===== src/rtl/spi_slave_pkg.sv =====
// Shared SPI slave constants and FSM state encoding.
package spi_slave_pkg;
   localparam int SPI_BYTE_W      = 8;
   localparam int SPI_MIN_CLK_DIV = 8;
   localparam int SPI_CNT_W       = 4;

   typedef logic [1:0] state_t;
   localparam state_t ST_IDLE  = 2'd0;
   localparam state_t ST_LOAD  = 2'd1;
   localparam state_t ST_SHIFT = 2'd2;
endpackage


===== src/rtl/spi_slave_if.sv =====
// SPI pins plus transmit/receive handshake of the SPI slave.
interface spi_slave_if;
   import spi_slave_pkg::*;

   logic                  sclk;
   logic                  cs;
   logic                  mosi;
   logic                  miso;
   logic                  miso_oe;
   logic [SPI_BYTE_W-1:0] tx_data;
   logic                  tx_valid;
   logic                  tx_ready;
   logic [SPI_BYTE_W-1:0] rx_data;
   logic                  rx_valid;
   logic                  busy;
   logic                  tx_underrun;
   logic                  frame_err;
   logic                  irq;

   modport slave (
      input  sclk, cs, mosi, tx_data, tx_valid,
      output miso, miso_oe, tx_ready, rx_data, rx_valid, busy, tx_underrun, frame_err, irq
   );

   modport master (
      output sclk, cs, mosi, tx_data, tx_valid,
      input  miso, miso_oe, tx_ready, rx_data, rx_valid, busy, tx_underrun, frame_err, irq
   );
endinterface


===== src/rtl/spi_slave_sync.sv =====
// Flop-chain synchronizer for one asynchronous input, with selectable reset level.
module spi_slave_sync #(
   parameter int   SYNC_STAGES = 2,
   parameter logic RST_VAL     = 1'b0
) (
   input  logic clk,
   input  logic reset,
   input  logic d_i,
   output logic q_o
);
   logic [SYNC_STAGES-1:0] sync_q;

   always_ff @(posedge clk or posedge reset) begin
      if (reset) sync_q <= {SYNC_STAGES{RST_VAL}};
      else       sync_q <= {sync_q[SYNC_STAGES-2:0], d_i};
   end

   assign q_o = sync_q[SYNC_STAGES-1];
endmodule


===== src/rtl/spi_slave.sv =====
// SPI mode-0 slave, MSB first, with a one-entry transmit holding register.
// Optional feature: define SPI_SLAVE_IRQ_EN for a registered interrupt pulse on irq.
module spi_slave
   import spi_slave_pkg::*;
#(
   parameter int                    SYNC_STAGES = 2,
   parameter logic [SPI_BYTE_W-1:0] DEFAULT_TX  = 8'h00
) (
   input logic         clk,
   input logic         reset,
   spi_slave_if.slave  bus
);
   logic sclk_s, cs_s, mosi_s;
   logic sclk_prev_q, cs_prev_q;
   logic sclk_rise, sclk_fall, cs_fall;

   state_t state_q, state_d;
   logic   load_en, sample_en, shift_en, end_frame;

   logic [SPI_BYTE_W-1:0] shift_q, shift_d;
   logic [SPI_BYTE_W-1:0] rx_shift_q, rx_shift_d;
   logic [SPI_BYTE_W-1:0] hold_q, hold_d;
   logic [SPI_BYTE_W-1:0] rx_data_q, rx_data_d;
   logic [SPI_BYTE_W-1:0] loaded;
   logic [SPI_CNT_W-1:0]  bit_cnt_q, bit_cnt_d;
   logic hold_full_q, hold_full_d;
   logic reload_pend_q, reload_pend_d;
   logic miso_q, miso_d, miso_oe_q, miso_oe_d;
   logic rx_valid_q, rx_valid_d, busy_q, busy_d;
   logic underrun_q, underrun_d, frame_err_q, frame_err_d;
   logic wr_en;

   spi_slave_sync #(.SYNC_STAGES(SYNC_STAGES), .RST_VAL(1'b0)) u_sync_sclk (
      .clk(clk), .reset(reset), .d_i(bus.sclk), .q_o(sclk_s));
   spi_slave_sync #(.SYNC_STAGES(SYNC_STAGES), .RST_VAL(1'b1)) u_sync_cs (
      .clk(clk), .reset(reset), .d_i(bus.cs), .q_o(cs_s));
   spi_slave_sync #(.SYNC_STAGES(SYNC_STAGES), .RST_VAL(1'b0)) u_sync_mosi (
      .clk(clk), .reset(reset), .d_i(bus.mosi), .q_o(mosi_s));

   assign sclk_rise = sclk_s & ~sclk_prev_q;
   assign sclk_fall = ~sclk_s & sclk_prev_q;
   assign cs_fall   = ~cs_s & cs_prev_q;

   always_ff @(posedge clk or posedge reset) begin
      if (reset) begin
         sclk_prev_q <= 1'b0;
         cs_prev_q   <= 1'b1;
         state_q     <= ST_IDLE;
      end else begin
         sclk_prev_q <= sclk_s;
         cs_prev_q   <= cs_s;
         state_q     <= state_d;
      end
   end

   always_comb begin
      state_d = state_q;
      case (state_q)
         ST_IDLE:  if (cs_fall) state_d = ST_LOAD;
         ST_LOAD:  state_d = ST_SHIFT;
         ST_SHIFT: if (cs_s) state_d = ST_IDLE;
         default:  state_d = ST_IDLE;
      endcase
   end

   // A deselect seen in the same cycle as an sclk edge wins, so a final fall never reloads.
   always_comb begin
      load_en   = 1'b0;
      sample_en = 1'b0;
      shift_en  = 1'b0;
      end_frame = 1'b0;
      case (state_q)
         ST_LOAD: load_en = 1'b1;
         ST_SHIFT: begin
            if (cs_s) begin
               end_frame = 1'b1;
            end else begin
               sample_en = sclk_rise;
               load_en   = sclk_fall & reload_pend_q;
               shift_en  = sclk_fall & ~reload_pend_q;
            end
         end
         default: ;
      endcase
   end

   assign wr_en  = bus.tx_valid & ~hold_full_q;
   assign loaded = hold_full_q ? hold_q : DEFAULT_TX;

   always_comb begin
      shift_d       = shift_q;
      rx_shift_d    = rx_shift_q;
      hold_d        = hold_q;
      hold_full_d   = hold_full_q;
      rx_data_d     = rx_data_q;
      bit_cnt_d     = bit_cnt_q;
      reload_pend_d = reload_pend_q;
      miso_d        = miso_q;
      miso_oe_d     = miso_oe_q;
      rx_valid_d    = 1'b0;
      underrun_d    = 1'b0;
      frame_err_d   = 1'b0;
      busy_d        = ~cs_s;

      if (load_en) begin
         shift_d       = loaded;
         miso_d        = loaded[SPI_BYTE_W-1];
         miso_oe_d     = 1'b1;
         bit_cnt_d     = '0;
         reload_pend_d = 1'b0;
         underrun_d    = ~hold_full_q;
      end

      if (shift_en) begin
         shift_d = {shift_q[SPI_BYTE_W-2:0], 1'b0};
         miso_d  = shift_q[SPI_BYTE_W-2];
      end

      if (sample_en) begin
         rx_shift_d = {rx_shift_q[SPI_BYTE_W-2:0], mosi_s};
         if (bit_cnt_q == SPI_CNT_W'(SPI_BYTE_W - 1)) begin
            rx_data_d     = {rx_shift_q[SPI_BYTE_W-2:0], mosi_s};
            rx_valid_d    = 1'b1;
            bit_cnt_d     = '0;
            reload_pend_d = 1'b1;
         end else begin
            bit_cnt_d = bit_cnt_q + SPI_CNT_W'(1);
         end
      end

      if (end_frame) begin
         miso_d        = 1'b0;
         miso_oe_d     = 1'b0;
         bit_cnt_d     = '0;
         reload_pend_d = 1'b0;
         rx_shift_d    = '0;
         frame_err_d   = (bit_cnt_q != '0);
      end

      // An empty-hold LOAD coinciding with a write underruns, yet keeps the byte for later.
      if (load_en && hold_full_q) begin
         hold_full_d = 1'b0;
      end else if (wr_en) begin
         hold_d      = bus.tx_data;
         hold_full_d = 1'b1;
      end
   end

   always_ff @(posedge clk or posedge reset) begin
      if (reset) begin
         shift_q       <= '0;
         rx_shift_q    <= '0;
         hold_q        <= '0;
         hold_full_q   <= 1'b0;
         rx_data_q     <= '0;
         bit_cnt_q     <= '0;
         reload_pend_q <= 1'b0;
         miso_q        <= 1'b0;
         miso_oe_q     <= 1'b0;
         rx_valid_q    <= 1'b0;
         busy_q        <= 1'b0;
         underrun_q    <= 1'b0;
         frame_err_q   <= 1'b0;
      end else begin
         shift_q       <= shift_d;
         rx_shift_q    <= rx_shift_d;
         hold_q        <= hold_d;
         hold_full_q   <= hold_full_d;
         rx_data_q     <= rx_data_d;
         bit_cnt_q     <= bit_cnt_d;
         reload_pend_q <= reload_pend_d;
         miso_q        <= miso_d;
         miso_oe_q     <= miso_oe_d;
         rx_valid_q    <= rx_valid_d;
         busy_q        <= busy_d;
         underrun_q    <= underrun_d;
         frame_err_q   <= frame_err_d;
      end
   end

   assign bus.miso        = miso_q;
   assign bus.miso_oe     = miso_oe_q;
   assign bus.tx_ready    = ~hold_full_q;
   assign bus.rx_data     = rx_data_q;
   assign bus.rx_valid    = rx_valid_q;
   assign bus.busy        = busy_q;
   assign bus.tx_underrun = underrun_q;
   assign bus.frame_err   = frame_err_q;

`ifdef SPI_SLAVE_IRQ_EN
   logic irq_q;

   always_ff @(posedge clk or posedge reset) begin
      if (reset) irq_q <= 1'b0;
      else       irq_q <= rx_valid_q | frame_err_q | underrun_q;
   end

   assign bus.irq = irq_q;
`else
   assign bus.irq = 1'b0;
`endif
endmodule

===== src/flat_wrapper.sv =====
// flat-port wrapper written by rule: the top's interface ports become plain ports
module spi_slave_flat import spi_slave_pkg::*;
#(
   parameter int                    SYNC_STAGES = 2,
   parameter logic [SPI_BYTE_W-1:0] DEFAULT_TX  = 8'h00
)
  (clk, reset, bus_sclk, bus_cs, bus_mosi, bus_tx_data, bus_tx_valid, bus_miso, bus_miso_oe, bus_tx_ready, bus_rx_data, bus_rx_valid, bus_busy, bus_tx_underrun, bus_frame_err, bus_irq);
  spi_slave_if bus_i ();
  input logic clk;
  input logic reset;
  input wire logic [$bits(bus_i.sclk)-1:0] bus_sclk;
  input wire logic [$bits(bus_i.cs)-1:0] bus_cs;
  input wire logic [$bits(bus_i.mosi)-1:0] bus_mosi;
  input wire logic [$bits(bus_i.tx_data)-1:0] bus_tx_data;
  input wire logic [$bits(bus_i.tx_valid)-1:0] bus_tx_valid;
  output wire logic [$bits(bus_i.miso)-1:0] bus_miso;
  output wire logic [$bits(bus_i.miso_oe)-1:0] bus_miso_oe;
  output wire logic [$bits(bus_i.tx_ready)-1:0] bus_tx_ready;
  output wire logic [$bits(bus_i.rx_data)-1:0] bus_rx_data;
  output wire logic [$bits(bus_i.rx_valid)-1:0] bus_rx_valid;
  output wire logic [$bits(bus_i.busy)-1:0] bus_busy;
  output wire logic [$bits(bus_i.tx_underrun)-1:0] bus_tx_underrun;
  output wire logic [$bits(bus_i.frame_err)-1:0] bus_frame_err;
  output wire logic [$bits(bus_i.irq)-1:0] bus_irq;
  assign bus_i.sclk = bus_sclk;
  assign bus_i.cs = bus_cs;
  assign bus_i.mosi = bus_mosi;
  assign bus_i.tx_data = bus_tx_data;
  assign bus_i.tx_valid = bus_tx_valid;
  assign bus_miso = bus_i.miso;
  assign bus_miso_oe = bus_i.miso_oe;
  assign bus_tx_ready = bus_i.tx_ready;
  assign bus_rx_data = bus_i.rx_data;
  assign bus_rx_valid = bus_i.rx_valid;
  assign bus_busy = bus_i.busy;
  assign bus_tx_underrun = bus_i.tx_underrun;
  assign bus_frame_err = bus_i.frame_err;
  assign bus_irq = bus_i.irq;
  spi_slave #(.SYNC_STAGES(SYNC_STAGES), .DEFAULT_TX(DEFAULT_TX)) u_core (.clk(clk), .reset(reset), .bus(bus_i));
endmodule

===== config.mk =====
export PLATFORM = sky130hd
export DESIGN_NAME = spi_slave_flat
export DESIGN_NICKNAME = d
export VERILOG_FILES = /design/src/rtl/spi_slave_pkg.sv /design/src/rtl/spi_slave_if.sv /design/src/rtl/spi_slave_sync.sv /design/src/rtl/spi_slave.sv /design/src/flat_wrapper.sv
export SDC_FILE = /design/constraint.sdc
export NUM_CORES = 1
export LEC_CHECK = 0
export BUFFER_PORTS_ARGS = -buffer_cell sky130_fd_sc_hd__buf_4
export CORE_ASPECT_RATIO = 1.75
export CORE_MARGIN = 4
export CORE_UTILIZATION = 51
export DETAILED_ROUTE_END_ITERATION = 16
export PLACE_DENSITY = 0.73
export SKIP_LAST_GASP = 1
export SYNTH_ARGS = -nofsm -noshare
export SYNTH_HDL_FRONTEND = slang
export SYNTH_SLANG_ARGS = --single-unit
export TNS_END_PERCENT = 100

===== constraint.sdc =====
create_clock -name clk -period 1.8 [get_ports clk]
set_clock_uncertainty 0.2 [all_clocks]
set_input_delay 0.36 -clock clk [delete_from_list [all_inputs] [get_ports clk]]
set_output_delay 0.36 -clock clk [all_outputs]
set_load 0.02 [all_outputs]

==> metrics.md <==
| Metric | Value |
|---|---|
| Psw | `1.29 mW` |
| DR WL/cell | `14.2 microns` |
| DPL Wire Length | `3030 microns` |
| Clk buf depth | `2` |
| Clk Latency, worst-skew pair | `300 ps` |
| Hold_sp | `bus_tx_data[4]` |
| Share of cells above drive strength 1 | `37.8%` |
| Post-route setup slack | `-85.1 ps` |
| Total grt overflow | `0` |
| Run status | `complete, but fails checks` |
| Number of enable flip-flop cells after synthesis | `0` |
| Async SR Flop Fraction | `100%` |
| Netlist cell types | `34` |
| Ports | `30` |
| Initial Util | `52.7%` |
| Final setup viols | `10` |
| Crit start category | `flop` |
| Post-layout util | `68.1%` |
| Slowest cell delay on critical path | `410 ps` |
| Clk pwr share | `18.1%` |
| Diode count | `0` |
| Core area | `4400 sq um` |
| Synth Register Bits | `52` |
| DR pass1 iterations | `4` |
| Fin Setup TNS | `-711 ps` |
| P_int | `2.46 mW` |
| Sequential share of power | `43.1%` |
| Residual DRC | `0` |
| Leakage power | `1.40 nW` |
| Design Power | `3.74 mW` |
| Die area | `5740 sq um` |
| Fmax achieved | `0.530 GHz` |
| Commonest cells after routing, fill and taps aside | `dfrtp_1, buf_4, nand2_1` |
| # fillers | `355` |
| Yosys top cell area share | `52.8%` |
| Fin nets | `281` |
| Maximum vdd drop | `1120 uV` |
| Clock Pin Slew Worst Setup and Hold Paths | `90 ps` |
| Power Dens Cells | `1250 nW/um^2` |
| Crit-path cells | `buf_6 -> ha_4 -> and4bb_1 -> and4b_1 -> buf_12 -> mux2_4` |
| TritonCTS clock tree | `done` |
| Largest fanout on the critical path | `10` |
| GRT Util Overall | `16.5%` |
| Dominant synthesized flop cell | `dfrtp_1` |
| Final period util | `105%` |
| Max Cap Viol | `0` |
| CP endpoint kind | `flop` |
| Reg-to-Reg Start | `u_core.state_q[1]` |
| Worst Path Required | `1790 ps` |
| R2r worst-path depth | `6` |
| Vias in the first global route | `1731` |
| Synth top area cells | `dfrtp_1, mux2_4, mux2_2, nand2_1, dfstp_2` |
| Root Buffer | `clkbuf_8` |
| Hold crit path type | `primary input to flop` |
| Avg Cell Area, Syn | `11.0 sq um` |
| 1st-iter DRT viols | `33` |
| Max-slew violation count | `0` |
| Clk sinks | `52` |
| Sequential-to-total area share from yosys stat | `56.2%` |
| Via count | `1697` |
| Largest net degree at the start of global routing | `53` |
| Crit path kind | `flop to flop` |
| Slowest stage cell, crit path | `dfrtp_1` |
| Synth warn | `0` |
| Hold Path End | `u_core.hold_q[4]` |
| First-pass GRT wire length | `7470 microns` |
| Synthesized area | `2320 sq um` |
| Initial antenna violation count | `0` |
| Die H | `97.3 microns` |
| Area growth, synth to finish | `29.1%` |
| Hold Crit Depth | `2` |
| IO Port Bufs | `28` |
| DR vias/cell | `5.42` |
| Cells after synthesis | `212` |
| Total Wirelength | `4460 microns` |
| Commonest non-fill, non-tap cell in the layout | `dfrtp_1` |
| Cell type with the largest total area after synthesis | `dfrtp_1` |
| Sw frac | `34.4%` |
| Register area | `1310 sq um` |
| Combinational power share | `38.8%` |
| RSZ-0062 raised after global routing | `true` |
| Chip width | `59.0 microns` |
| Final-report hold violation count | `0` |
| CTS Buf Count | `5` |
| Post-layout min period | `1890 ps` |
| Htree depth | `2` |
| Syn nets | `232` |
| GPL Wtd Cong | `0.713` |
| Crit path arrival time | `1880 ps` |
| Worst reg2reg setup slack | `-90 ps` |
| DRT antenna net count | `0` |
| WHS | `84.6 ps` |
| Worst flop-to-flop path endpoint | `u_core.bus.rx_data[6]` |
| Worst path bufs/invs | `2` |
| Top delay family on crit path | `simple AND/OR/NAND/NOR gates` |
| Failing checks | `negative setup slack` |
| Row count | `32` |
| Multi-input gate area | `1000 sq um` |
kinds of logic after synthesis:
| logic type | count (synthesis) | synth area share, % |
|---|---|---|
| flip-flops | 52 | 56.2 |
| other | 1 | 0.161 |
| AO/OA/AOI/OAI | 43 | 10.7 |
| AND/OR/NAND/NOR | 72 | 15.6 |
| buffers and inverters | 20 | 4.04 |
| multiplexers | 18 | 10.0 |
| adder cells (fa/ha/maj) | 6 | 3.23 |
state kept, by name, summed over array words and instances (netlist names), 2 cells and up:
| name | flops |
|---|---|
| u_core.u_sync_mosi.sync_q | 2 |
| u_core.bus.rx_data | 8 |
| u_core.hold_q | 8 |
| u_core.u_sync_sclk.sync_q | 2 |
| u_core.rx_shift_q | 7 |
| u_core.state_q | 2 |
| u_core.shift_q | 7 |
| u_core.bit_cnt_q | 4 |
| u_core.u_sync_cs.sync_q | 2 |
power by group through the flow:
stage / Combinational, mW / Sequential, mW / Clock, mW
floorplan: 0.864 / 1.60 / 0
global placement: 1.27 / 1.61 / 0
detailed placement: 1.30 / 1.63 / 0
CTS: 1.34 / 1.60 / 0.707
global route: 1.60 / 1.65 / 0.750
finish: 1.45 / 1.61 / 0.679
how the worst max path moves through the flow:
stage	from	to	cells after the start
2_1_floorplan	u_core.state_q[0]	u_core.bus.rx_data[0]	6
3_3_place_gp	u_core.state_q[1]	u_core.bit_cnt_q[0]	6
3_5_place_dp	u_core.state_q[0]	u_core.bus.rx_data[6]	6
4_1_cts	u_core.state_q[1]	u_core.bit_cnt_q[2]	6
5_1_grt	u_core.state_q[1]	u_core.bus.rx_data[6]	6
6_report	u_core.state_q[1]	u_core.bus.rx_data[6]	6
layer usage:
metal	GRT usage [%]	up-vias	part of all wire, %
met5	0	-	0
met4	6.11	0	2.0
met3	3.46	9	4.0
met2	29.5	35	54
met1	18.4	832	40
li1	-	821	-
per-stage QoR:
step	setup WS, ps	instance area [sq um]	instances
2_1_floorplan	12.3	2350	212
3_3_place_gp	-20.4	2740	297
3_5_place_dp	-48.1	2740	297
4_1_cts	-41.4	2890	310
5_1_grt	-142	3000	313
6_report	-85.1	3000	313
worst reg2reg max path, cell delays in order, from the launching register on:
cell,delay [ps]
dfrtp_1,410
buf_6,130
ha_4,160
and4bb_1,210
and4b_1,220
buf_12,150
mux2_4,290
synth_stat cells (2+ instances only):
cell type / n
dfrtp_1: 49
nand2_1: 29
o21ai_0: 15
nand3_1: 13
a21oi_1: 11
mux2_2: 10
inv_1: 8
mux2_4: 8
nand2b_1: 8
nor2_1: 8
and3_1: 6
buf_2: 6
ha_1: 6
o22ai_1: 6
clkbuf_1: 4
dfstp_2: 3
a21o_1: 2
and4b_1: 2
nor2b_1: 2
o21ai_1: 2
what timing repair did:
| item | in CTS | in global routing |
|---|---|---|
| setup buffers | 1 | 2 |
| resized for setup | 2 | 24 |
| pin swaps | 2 | 11 |
| endpoints found under the hold margin | 52 | 0 |
| cloned | 0 | 1 |
| setup endpoints to repair | 12 | 22 |
| hold buffers | 4 | 0 |
final cells by class:
type	count	area share, %
clock buffer	7	2.88
inverter	8	1.13
sequential	52	43.5
timing repair buffer	54	16.6
multi-input combinational	140	33.5
tap	51	2.13
clock inverter	1	0.250
(Power assumes the default switching activity.)
